## config.mk

```make
export PLATFORM = sky130hd
export DESIGN_NAME = mux_sel_arbiter
export DESIGN_NICKNAME = d
export VERILOG_FILES = /design/src/rtl/mux_sel_arbiter.sv
export SDC_FILE = /design/constraint.sdc
export NUM_CORES = 1
export LEC_CHECK = 0
export ABC_AREA = 0
export BUFFER_PORTS_ARGS = -buffer_cell sky130_fd_sc_hd__buf_2
export CORE_AREA = 2 2 43 45
export DETAILED_ROUTE_END_ITERATION = 10
export DIE_AREA = 0 0 45 47
export PLACE_DENSITY = 0.62
export SYNTH_ARGS = -nofsm -noshare
export SYNTH_HDL_FRONTEND = slang
export SYNTH_SLANG_ARGS = --single-unit
```

## constraint.sdc

```tcl
create_clock -name clk -period 2.1 [get_ports clk]
set_input_delay 0.105 -clock clk [delete_from_list [all_inputs] [get_ports clk]]
set_output_delay 0.105 -clock clk [all_outputs]
set_load 0.02 [all_outputs]
```

## src/rtl/mux_sel_arbiter.sv

```systemverilog
// Two-source round-robin arbiter driving a 2:1 mux select.
// Uses a bounded hold time: an owner yields after MAX_HOLD cycles
// when the other source is also requesting.
module mux_sel_arbiter #(
    parameter int unsigned MAX_HOLD = 8,
    parameter int unsigned CNT_W    = 4
) (
    input  logic       clk,
    input  logic       rst_n,
    input  logic [1:0] req,
    output logic [1:0] gnt,
    output logic       sel,
    output logic       busy
);

    typedef enum logic [1:0] {
        StIdle = 2'd0,
        StOwn0 = 2'd1,
        StOwn1 = 2'd2
    } state_e;

    localparam logic [CNT_W-1:0] HoldMax = CNT_W'(MAX_HOLD - 1);

    state_e           state_q, state_d;
    logic [CNT_W-1:0] hold_cnt_q, hold_cnt_d;
    logic             last_q, last_d;
    logic             sel_q, sel_d;
    logic [1:0]       gnt_q, gnt_d;

    logic owner;
    logic enter;
    logic enter_idx;

    // Next-state: arbitration, hold counter and round-robin pointer
    always_comb begin
        state_d    = state_q;
        hold_cnt_d = hold_cnt_q;
        last_d     = last_q;
        enter      = 1'b0;
        enter_idx  = 1'b0;
        owner      = (state_q == StOwn1);

        case (state_q)
            StIdle: begin
                if (req == 2'b11) begin
                    enter     = 1'b1;
                    enter_idx = ~last_q;
                end else if (req[0]) begin
                    enter     = 1'b1;
                    enter_idx = 1'b0;
                end else if (req[1]) begin
                    enter     = 1'b1;
                    enter_idx = 1'b1;
                end
            end
            default: begin
                if (!req[owner]) begin
                    // Owner released: hand off directly, or go idle
                    if (req[~owner]) begin
                        enter     = 1'b1;
                        enter_idx = ~owner;
                    end else begin
                        state_d = StIdle;
                    end
                end else if (req[~owner] && (hold_cnt_q == HoldMax)) begin
                    enter     = 1'b1;
                    enter_idx = ~owner;
                end else if (hold_cnt_q != HoldMax) begin
                    // Saturating count so an uncontested owner never wraps
                    hold_cnt_d = hold_cnt_q + CNT_W'(1);
                end
            end
        endcase

        if (enter) begin
            state_d    = enter_idx ? StOwn1 : StOwn0;
            hold_cnt_d = '0;
            last_d     = enter_idx;
        end
    end

    // Registered outputs decoded from the next state; sel holds in idle
    always_comb begin
        gnt_d = 2'b00;
        sel_d = sel_q;
        case (state_d)
            StOwn0: begin
                gnt_d = 2'b01;
                sel_d = 1'b0;
            end
            StOwn1: begin
                gnt_d = 2'b10;
                sel_d = 1'b1;
            end
            default: begin
                gnt_d = 2'b00;
            end
        endcase
    end

    // State and output registers with synchronous active-low reset
    always_ff @(posedge clk) begin
        if (!rst_n) begin
            state_q    <= StIdle;
            hold_cnt_q <= '0;
            last_q     <= 1'b1;
            sel_q      <= 1'b0;
            gnt_q      <= 2'b00;
        end else begin
            state_q    <= state_d;
            hold_cnt_q <= hold_cnt_d;
            last_q     <= last_d;
            sel_q      <= sel_d;
            gnt_q      <= gnt_d;
        end
    end

    assign gnt  = gnt_q;
    assign sel  = sel_q;
    assign busy = |gnt_q;

endmodule

```

==> flow_summary.json <==
{
  "finalHoldWorstSlack_ns": 0.116,
  "p_switching_uw": 106,
  "route.detailed.drc": 0,
  "status": "completed",
  "stdcell_count": 86,
  "path_cells": "ha_1, and3b_1, and3_1, a41o_1, nor2b_1, ha_1, mux2i_1, nor2b_1",
  "core_area_um2": 1650,
  "synth_edf_count": 0,
  "slowest_stage": "dfxtp_1",
  "drt-total-wl_um": 981,
  "fp.dieW_um": 45,
  "drv_slew": 0,
  "max-slew-margin-rel_pct": 80.0,
  "grt_pass1_wl_mm": 1.61,
  "rows": 15,
  "start_util_pct": 33.0,
  "critical-path-max-stage-delay_ns": 0.34,
  "netSwitchingFraction_pct": 26.4,
  "ios": 8,
  "ys_ff_latch": 10,
  "internal-power_uw": 295,
  "first_pass_iters": 5,
  "tritoncts": "done",
  "cp-end-kind": "register",
  "grt_setup_unrepaired": "no",
  "tns_ns": 0,
  "clock_sink_count": 10,
  "first_iter_violations": 10,
  "track_usage_pct": 10.9,
  "syn-instance-count": 62,
  "port_buffers": 7,
  "r2r-start": "hold_cnt_q[0]$_SDFFE_PP0P_",
  "finalSetupViolCount": 0,
  "cp_max_fo": 7,
  "grt_max_degree": 11,
  "arrival_ns": 2.07,
  "hold_start": "rst_n",
  "clk_latency_ns": 0.26,
  "wire_per_inst_um": 11.4,
  "nets": 78,
  "synth_fp_nets": 69,
  "dieArea_um2": 2120,
  "period_share_pct": 90.9,
  "post_drt_via_cell_ratio": 4.91,
  "syn2layout_area_growth_pct": 10.8,
  "post-cts-setup-buffer-count": 0,
  "htreeDepth": 1,
  "drive_gt1_share_pct": 17.4,
  "ant_nets": 0,
  "hold_class": "in2reg",
  "first_global_vias": 356,
  "cp-start-kind": "register",
  "ys_warn_count": 0,
  "leakagePower_uw": 0.000271,
  "num_vias": 422,
  "cap_violations": 0,
  "fin_skew_ns": 0.00298,
  "worstSetupStartpoint": "hold_cnt_q[0]$_SDFFE_PP0P_",
  "root_buffer": "clkbuf_4",
  "setup.worst_path.class": "reg2reg",
  "tightest_slew_ns": 0.300,
  "dp.cells": 83,
  "grt-ovfl-total": 0,
  "place_area_um2": 582,
  "power_uw": 400,
  "max_freq_ghz": 0.524,
  "synthArstFlopShare_pct": 0,
  "p_comb_share_pct": 16.3,
  "seqPwrFrac_pct": 51.8,
  "postCtsHoldBufs": 0,
  "yosysSeqAreaShare_pct": 36.7,
  "cts_resized": 0,
  "clockBufferDepth": 2,
  "cellPowerDensity_nw_per_um2": 663,
  "place_hpwl_um": 667,
  "fin_area_um2": 604,
  "critical_path_required_ns": 2.26,
  "period_minus_slack_ns": 1.91,
  "synth_ff_type": "dfxtp_1",
  "clk_pin_slew_ns": 0.06,
  "synth_area_um2": 546,
  "peakVddDrop_mv": 0.365,
  "avgSynthCellArea_um2": 8.80,
  "antenna_found_initial": 0,
  "diodes": 0,
  "power_frac_clock_pct": 32.0,
  "hold_viol": 0,
  "synth.distinct_cells": 29,
  "die_y_um": 47,
  "place.gp.congestion": 0.741,
  "numCtsBuffers": 3
}
==> cell usage in the layout (no fill, tap or decap) <==
master,synthesis,routed
o31ai_1,1,1
and3b_1,1,1
nand2b_1,2,2
nand4_1,1,1
a21boi_0,1,1
and3_1,3,3
nor2b_1,3,3
clkbuf_4,0,3
mux2i_1,4,4
or2_2,1,1
a41o_1,1,1
a21oi_2,1,1
buf_2,1,7
o21ai_0,1,1
nand3_1,3,3
o32a_1,1,1
nand3b_1,1,1
o2bb2ai_1,1,1
or4_1,1,1
dfxtp_1,10,10
ha_1,3,3
nand2_1,4,4
a21oi_1,2,2
xnor2_1,1,1
a211o_1,1,1
inv_1,3,3
and2_1,2,2
nor2_1,6,6
==> worst paths after layout <==
check,to,slack [ns],depth (start not counted)
worst min register to register,last_q$_SDFFE_PN1P_,0.51,1
worst max register to register,sel$_SDFFE_PN0P_,0.19,8
worst min-delay path,gnt[0]$_SDFF_PN0_,0.12,2
worst max-delay path,sel$_SDFFE_PN0P_,0.19,8
==> worst max-delay path: cells and delay by family, from the launching register on <==
family | cells | cell delay (ns)
DFF | 1 | 0.34
adders and majority gates | 2 | 0.45
AOI/OAI and AO/OA | 1 | 0.22
and+or+nand+nor | 4 | 0.66
muxes | 1 | 0.14
==> cell usage after synthesis (all sizes together) (2+ instances only) <==
library cell / count / area (um^2)
a21oi: 3 / 18.8
and2: 2 / 12.5
ha: 3 / 37.5
nor2: 6 / 22.5
nand2b: 2 / 12.5
nor2b: 3 / 18.8
nand3: 3 / 15.0
inv: 3 / 11.3
nand2: 4 / 15.0
dfxtp: 10 / 200
buf: 2 / 16.3
and3: 3 / 18.8
mux2i: 4 / 40.0
==> power by group through the flow <==
stage	clock network (uW)	registers [uW]	logic (uW)
2_1_floorplan	0	212	46.8
3_3_place_gp	0	211	64.0
3_5_place_dp	0	211	64.8
4_1_cts	134	207	65.8
5_1_grt	146	209	72.2
6_report	128	207	65.2
==> per-layer routing <==
layer | track usage (%) | vias up | share of wire (%)
met1 | 14.5 | 183 | 49
met2 | 14.3 | 6 | 48
met3 | 3.46 | 2 | 2.0
met4 | 8.82 | 0 | 1.1
met5 | 0 | - | 0
li1 | - | 231 | -
==> area by class of cell <==
cell class,instances,area (um^2)
fillers,171,1050
well taps,17,21.3
clock buffers,3,22.5
inverters,3,11.3
multi-input cells,46,314
repair buffers,7,35.0
flip-flops and latches,10,200
==> cells by family after synthesis <==
family | count (synthesis) | share of synthesized area (%)
AOI/OAI and AO/OA | 10 | 14.0
buffers and inverters | 6 | 5.73
adders and majority gates | 3 | 6.88
muxes | 4 | 7.34
xor gates and xnor gates | 1 | 1.61
and+or+nand+nor | 28 | 27.8
DFF | 10 | 36.7
==> through the flow <==
| step | utilization (%) | setup slack [ns] |
|---|---|---|
| 2_1_floorplan | - | 0.269 |
| 3_3_place_gp | 35.2 | 0.225 |
| 3_5_place_dp | 35.2 | 0.217 |
| 4_1_cts | 36.6 | 0.183 |
| 5_1_grt | 36.6 | 0.0300 |
| 6_report | 36.6 | 0.192 |
No activity file was read; power rests on OpenSTA's default activity.
